$ cat src/rtl/mult.sv
// Sequential unsigned shift-and-add multiplier: WIDTH x WIDTH -> 2*WIDTH product.
// Uses the divider's init/done handshake, with fixed latency whatever the operand values.
module mult #(
  parameter int WIDTH       = 16,
  parameter int DONE_CYCLES = 4
) (
  input  logic                 clk,
  input  logic                 reset,
  input  logic                 init,
  input  logic [WIDTH-1:0]     op_A,
  input  logic [WIDTH-1:0]     op_B,
  output logic                 done,
  output logic                 busy,
  output logic [2*WIDTH-1:0]   result
);

  localparam int CW = $clog2(WIDTH) + 1;
  localparam int HW = $clog2(DONE_CYCLES) + 1;

  typedef enum logic [2:0] {
    IDLE      = 3'd0,
    LOAD      = 3'd1,
    ADD       = 3'd2,
    SHIFT     = 3'd3,
    CHECK_END = 3'd4,
    DONE      = 3'd5
  } state_e;

  state_e               state_q;
  logic                 init_q;
  logic [2*WIDTH-1:0]   mcand_q;
  logic [WIDTH-1:0]     mplier_q;
  logic [2*WIDTH-1:0]   acc_q;
  logic [CW-1:0]        count_q;
  logic [HW-1:0]        hold_q;
  logic                 done_q;
  logic                 busy_q;
  logic [2*WIDTH-1:0]   result_q;

  // Control FSM and datapath; init is flopped before IDLE acts on it, which sets the start edge.
  always_ff @(posedge clk or posedge reset) begin
    if (reset) begin
      state_q  <= IDLE;
      init_q   <= 1'b0;
      mcand_q  <= {(2*WIDTH){1'b0}};
      mplier_q <= {WIDTH{1'b0}};
      acc_q    <= {(2*WIDTH){1'b0}};
      count_q  <= {CW{1'b0}};
      hold_q   <= {HW{1'b0}};
      done_q   <= 1'b0;
      busy_q   <= 1'b0;
      result_q <= {(2*WIDTH){1'b0}};
    end else begin
      init_q <= init;
      case (state_q)
        IDLE: begin
          done_q <= 1'b0;
          busy_q <= 1'b0;
          if (init_q) begin
            state_q <= LOAD;
          end else begin
            state_q <= IDLE;
          end
        end
        LOAD: begin
          mcand_q  <= {{WIDTH{1'b0}}, op_A};
          mplier_q <= op_B;
          acc_q    <= {(2*WIDTH){1'b0}};
          count_q  <= CW'(WIDTH);
          busy_q   <= 1'b1;
          state_q  <= ADD;
        end
        ADD: begin
          if (mplier_q[0]) begin
            acc_q <= acc_q + mcand_q;
          end else begin
            acc_q <= acc_q;
          end
          state_q <= SHIFT;
        end
        SHIFT: begin
          mcand_q  <= mcand_q << 1;
          mplier_q <= mplier_q >> 1;
          count_q  <= count_q - CW'(1);
          state_q  <= CHECK_END;
        end
        CHECK_END: begin
          if (count_q == {CW{1'b0}}) begin
            result_q <= acc_q;
            done_q   <= 1'b1;
            busy_q   <= 1'b0;
            hold_q   <= {HW{1'b0}};
            state_q  <= DONE;
          end else begin
            state_q  <= ADD;
          end
        end
        DONE: begin
          // done already spent its first cycle in CHECK_END, so the hold ends one short
          if (hold_q == HW'(DONE_CYCLES - 1)) begin
            done_q  <= 1'b0;
            state_q <= IDLE;
          end else begin
            hold_q  <= hold_q + HW'(1);
            state_q <= DONE;
          end
        end
        default: begin
          done_q  <= 1'b0;
          busy_q  <= 1'b0;
          state_q <= IDLE;
        end
      endcase
    end
  end

  assign done   = done_q;
  assign busy   = busy_q;
  assign result = result_q;

endmodule

$ cat config.mk
export PLATFORM = sky130hd
export DESIGN_NAME = mult
export DESIGN_NICKNAME = d
export VERILOG_FILES = /design/src/rtl/mult.sv
export SDC_FILE = /design/constraint.sdc
export NUM_CORES = 1
export LEC_CHECK = 0
export ABC_CLOCK_PERIOD_IN_PS = 4600
export BUFFER_PORTS_ARGS = -buffer_cell sky130_fd_sc_hd__buf_2
export CAP_MARGIN = 20
export CORE_MARGIN = 5
export CORE_UTILIZATION = 56
export CTS_CLUSTER_SIZE = 20
export DETAILED_ROUTE_END_ITERATION = 10
export GPL_ROUTABILITY_DRIVEN = 0
export PLACE_DENSITY = 0.76
export SLEW_MARGIN = 20
export SYNTH_ARGS = -nofsm -noshare
export SYNTH_HDL_FRONTEND = slang
export SYNTH_SLANG_ARGS = --single-unit
$ cat constraint.sdc
create_clock -name clk -period 4.6 [get_ports clk]
set_input_delay 0.46 -clock clk [delete_from_list [all_inputs] [get_ports clk]]
set_output_delay 0.46 -clock clk [all_outputs]
set_load 0.02 [all_outputs]
Yosys cells after proc, flatten, opt, wreduce, memory -nomap -nowiden
Index checks and enable logic that the tools add are counted.
{"block": "word_totals", "reg_bits": 126, "input_bits": 35, "output_inout_bits": 34, "elab_cells": 54}
{"block": "op_classes", "add_sub_neg": 3, "n_eq_ne": 10, "muxes": 17, "bitwise_logic": 2, "reduce_logical": 12}
{"op": "$pmux W32 S2", "n": 2}
{"op": "$add A32 B32 Y32", "n": 1}
{"op": "$mux W32", "n": 1}
{"op": "$pmux W16 S2", "n": 1}
{"op": "$pmux W3 S6", "n": 1}
{"op": "$mux W3", "n": 4}
{"op": "$pmux W5 S2", "n": 1}
{"op": "$eq A3 B2 Y1 const B", "n": 3}
{"op": "$ne A2 B2 Y1 const B", "n": 4}
{"op": "$eq A3 B3 Y1 const B", "n": 2}
{"op": "$pmux W1 S3", "n": 2}
{"op": "$pmux W3 S2", "n": 1}
{"op": "$reduce_and A2 Y1", "n": 3}
{"op": "$reduce_and A3 Y1", "n": 2}
{"op": "$reduce_bool A2 Y1", "n": 3}
{"op": "$reduce_or A3 Y1", "n": 2}
{"op": "$logic_not A5 Y1", "n": 1}
{"op": "$sub A5 B1 Y5 const B", "n": 1}
{"op": "$mux W1", "n": 4}
{"op": "$add A3 B1 Y3 const B", "n": 1}
{"op": "$eq A3 B1 Y1 const B", "n": 1}
{"op": "$logic_not A3 Y1", "n": 1}
{"op": "$not A1 Y1", "n": 2}

Longest topological paths before layout
{"block": "logic_depth", "depth_word": 4, "mapped_depth": 10}

Worst setup path after synthesis
No wires, ideal clock.
{"block": "synth_path", "kind": "flip-flop to flip-flop", "start": "register mcand_q[0]", "end": "register acc_q[22]", "setup_ns": 0.129, "arrival_time_ns": 2.181, "setup_slack_ns": 2.290, "stages_incl_launch_ff": 11, "path_buffers": 0, "synth_period_minus_slack_ns": 2.310, "cell_sequence": "dfrtp_1 ha_1 inv_1 fa_1 and2b_1 o2111ai_1 a21oi_2 o31ai_4 o41ai_2 xnor2_1 o21ai_1"}
{"block": "synth_via", "elab_chain_cells": 3}
{"element": "from (decl)", "line_no": "31", "rtl": "logic [2*WIDTH-1:0] mcand_q;"}
{"element": "from (signal assigned)", "line_no": "45", "rtl": "mcand_q <= {(2*WIDTH){1'b0}};"}
{"element": "from (signal assigned)", "line_no": "66", "rtl": "mcand_q <= {{WIDTH{1'b0}}, op_A};"}
{"element": "from (signal assigned)", "line_no": "82", "rtl": "mcand_q <= mcand_q << 1;"}
{"element": "$add A32 B32 Y32", "line_no": "75", "rtl": "acc_q <= acc_q + mcand_q;"}
{"element": "$mux W32", "line_no": "74", "rtl": "if (mplier_q[0]) begin"}
{"element": "$pmux W32 S2", "line_no": "55", "rtl": "case (state_q)"}
{"element": "to (signal assigned)", "line_no": "68", "rtl": "acc_q <= {(2*WIDTH){1'b0}};"}
{"element": "to (signal assigned)", "line_no": "75"}
{"element": "to (signal assigned)", "line_no": "77", "rtl": "acc_q <= acc_q;"}
{"element": "to (decl)", "line_no": "33", "rtl": "logic [2*WIDTH-1:0] acc_q;"}
Every way passes these cells. The select of a mux whose other input is x is not followed.
A chain may end at the register's enable or synchronous reset.

Worst setup path after layout
{"block": "layout_path", "start": "register count_q[0]", "end": "register result_q[18], in the netlist result[18]"}
{"block": "layout_via", "elab_chain_cells": 2}
{"element": "from (decl)", "line_no": "34", "rtl": "logic [CW-1:0] count_q;"}
{"element": "from (signal assigned)", "line_no": "48", "rtl": "count_q <= {CW{1'b0}};"}
{"element": "from (signal assigned)", "line_no": "69", "rtl": "count_q <= CW'(WIDTH);"}
{"element": "from (signal assigned)", "line_no": "84", "rtl": "count_q <= count_q - CW'(1);"}
{"element": "$logic_not A5 Y1", "line_no": "88", "rtl": "if (count_q == {CW{1'b0}}) begin"}
{"element": "$reduce_and A2 Y1 (no source line)"}
{"element": "to (signal assigned)", "line_no": "52", "rtl": "result_q <= {(2*WIDTH){1'b0}};"}
{"element": "to (signal assigned)", "line_no": "89", "rtl": "result_q <= acc_q;"}
{"element": "to (decl)", "line_no": "38", "rtl": "logic [2*WIDTH-1:0] result_q;"}
Every way passes these cells.

==> summary.txt <==
Clocking
  – Clock Sinks: 126
  – Worst-skew pair later-pin latency: 420 ps
  – Hold bufs inserted after CTS: 0
  – Root Buffer: clkbuf_16
  – Htree depth: 4
  – Clock tree buffer depth: 2
  – TritonCTS buffer count: 17
  – Clk slew on worst S/H paths: about 50 ps
  – CTS tree: yes
  – Post-CTS sizing: 0
  – Setup bufs post-CTS: 0

Logic synthesis
  – Multiplexer share of the synthesized area: 9.93%
  – Yosys top cell by area: dfrtp_1
  – Number of synthesized register bits: 126
  – Syn_nets: 781
  – Gate Count Post-Synth: between 700 and 800
  – Simple-gate share of the synthesized area: 14.2%
  – Most used DFF post-synth: dfrtp_1
  – Post-synth EDFFs: 0
  – Top cell type's share of synthesized area: 45.3%
  – Commonest cells post-synth: dfrtp_1, nand2_1, o21ai_0
  – Synth warnings: 0
  – Compound-Gate Fraction of Synth Area: 16.9%
  – Synthesized area: approximately 7000 µm²
  – Post-Synth XOR/XNOR Area: 3.65%
  – Largest family of logic cells by synthesized area: compound AO/OA/AOI/OAI gates
  – Synth Area per Inst: 9.81 µm²
  – Cell variety after synth: 68
  – Synth Area in Adders: approximately 6.6%
  – Area contributors post-synth: dfrtp_1, nand2_1, ha_1
  – Register area share after synthesis: 45.3%
  – Count leader, synth: dfrtp_1
  – Async SR Flop Fraction: between 90% and 100%

STA
  – Period utilization: 58.2%
  – Fin Hold WS: 89.3 ps
  – Worst Skew: roughly 8.1 ps
  – Fmax: approximately 370 MHz
  – Unrepaired setup endpoints after global routing: no
  – Endpoints failing setup: 0
  – Max Slew Vio Count: 0
  – Worst slew pin tran: 1070 ps
  – Minimum clock period: around 2700 ps
  – Setup TNS: 0 ps
  – Worst slew margin: 28.6%
  – Final hold vios: 0

Layout
  – Footprint of the multi-input gates: 3580 µm²
  – Post-layout util: about two thirds
  – N_diodes: 0
  – Share of cells above drive strength 1: 20.9%
  – Final instance count without filler cells: 947
  – NumNets Final: 837
  – Layout area overhead: 14.7%
  – Sequential cell area: 3150 µm²
  – FILL cells: approximately 1000

Drt
  – Pre-Repair DR Iteration Count: 5
  – Vias: approximately 5500
  – DRC viols: 0
  – DRT antenna net count: 0
  – Avg WL per Cell: 16.1 µm
  – Iteration-0 DRC Markers: 330
  – Vias per cell: 5.84
  – Routed WL: between 15000 and 20000 µm

Critical path
  – Crit-path max cell delay: between 800 and 900 ps
  – CP Cell Sequence: inv_1, ha_1, or4b_1, nand2b_4, nor2_4, mux2_2
  – CP Launch Type: flop
  – R2R setup slack: around 1900 ps
  – CP max FO: 35
  – Worst setup EP type: flop
  – CP max-delay cell: nor2_4
  – Arrival time at the worst endpoint: about 3000 ps
  – Cell family with most CP delay: simple AND/OR/NAND/NOR gates
  – Critical path buffer and inverter count: 1
  – Required time of the critical path: 4900 ps
  – Crit path kind: flop to flop

Place
  – Placed cells: 915
  – Detailed Place HPWL: 10600 µm
  – PortBufs: 68

Run status
  – Status: completed

Floorplan
  – Core Area: 12100 µm²
  – Die Y: 122 µm
  – Ports: between 60 and 70
  – Site Rows: 40
  – DIE AREA: around 15000 µm²
  – Initial Utilization: 57.5%
  – Die width: 122 µm

Run
  – Total of max-cap violations: 0

Hold path
  – Hold Crit Class: input port to async pin

Global route
  – First-pass GRT wire length: ~27000 µm
  – Largest net degree at the start of global routing: 85
  – Vias in the first global route: 5559
  – Grt ovf: 0
  – Gr usage total: about 22%
  – Initial antenna violation count: 0

Power and ir drop
  – VDD IR max: roughly 0.00038 V
  – Power Total: 4.86 mW
  – Leak pwr: 3.89 nW
  – Power density over the cells: 608 nW/µm²
[cell families (layout without fill, tap and decap cells)]
family                   count (synthesis)  count (layout)
multiplexers                            65              65
adder cells (fa/ha/maj)                 36              36
flip-flops                             126             126
AND/OR/NAND/NOR                        216             216
buffers and inverters                   53             122
AO/OA/AOI/OAI                          185             185
XOR/XNOR                                29              29
[sequential cells by signal (all words and copies together) (netlist names)]
signal	count
mplier_q	16
busy	1
hold_q	3
count_q	5
result	32
mcand_q	32
init_q	1
done	1
state_q	3
acc_q	32
[report_power, final]
group	internal (mW)	switching (mW)
sequential	1.43	0.307
combinational	0.680	1.11
clock	0.848	0.487
total	2.95	1.90
[per-layer routing]
| metal | up-vias | part of all wire, % | GRT usage, % |
|---|---|---|---|
| met2 | 171 | 49 | 36.5 |
| met3 | 23 | 4.7 | 5.83 |
| met4 | 0 | 1.6 | 7.14 |
| li1 | 2647 | - | - |
| met1 | 2687 | 45 | 29.5 |
| met5 | - | 0 | 0 |
[metrics by stage]
step                instance area [µm²]  setup WS [ps]
floorplan                          6970            784
global placement                   7390           2040
detailed placement                 7390           1920
CTS                                7990           1890
global route                       7990           1760
finish                             7990           1920
[layout by cell type (no fill, tap or decap), types with 4 or more instances in the layout]
cell,instances
a21o_1,9
a21oi_1,34
a22oi_1,5
a31oi_1,4
buf_2,68
buf_4,6
clkbuf_16,17
clkbuf_8,4
clkinv_2,6
dfrtp_1,125
ha_1,35
inv_1,15
mux2_2,33
mux2i_1,32
nand2_1,123
nand2b_1,6
nand3_1,21
nand4_1,8
nor2_1,23
nor2b_1,4
nor3_1,6
o21ai_0,82
o21ai_1,6
xnor2_1,16
xor2_1,13
[final cells by class]
cell class                 count  share of cell area (%)
clock buffer                  21                    6.02
multi-input combinational    531                    44.8
timing repair buffer          74                    4.83
tap                          168                    2.63
clock inverter                11                    1.43
sequential                   126                    39.5
inverter                      16                   0.783
[worst paths after layout]
| path | startpoint | to | depth (start not counted) |
|---|---|---|---|
| worst max-delay path | count_q[0]$_DFFE_PP0P_ | result[18]$_DFFE_PP0P_ | 6 |
| max in group asynchronous | reset | result[23]$_DFFE_PP0P_ | 3 |
| min in group clk | init | init_q$_DFF_PP0_ | 1 |
| worst min register to register | count_q[4]$_DFFE_PP0P_ | count_q[4]$_DFFE_PP0P_ | 1 |
| worst min-delay path | reset | result[2]$_DFFE_PP0P_ | 2 |
| worst max register to register | count_q[0]$_DFFE_PP0P_ | result[18]$_DFFE_PP0P_ | 6 |
[worst reg2reg max path: stages, from the launching register on]
cell	delay, ps
dfrtp_1	400
inv_1	90
ha_1	140
or4b_1	490
nand2b_4	190
nor2_4	810
mux2_2	440
(Power assumes the default switching activity.)
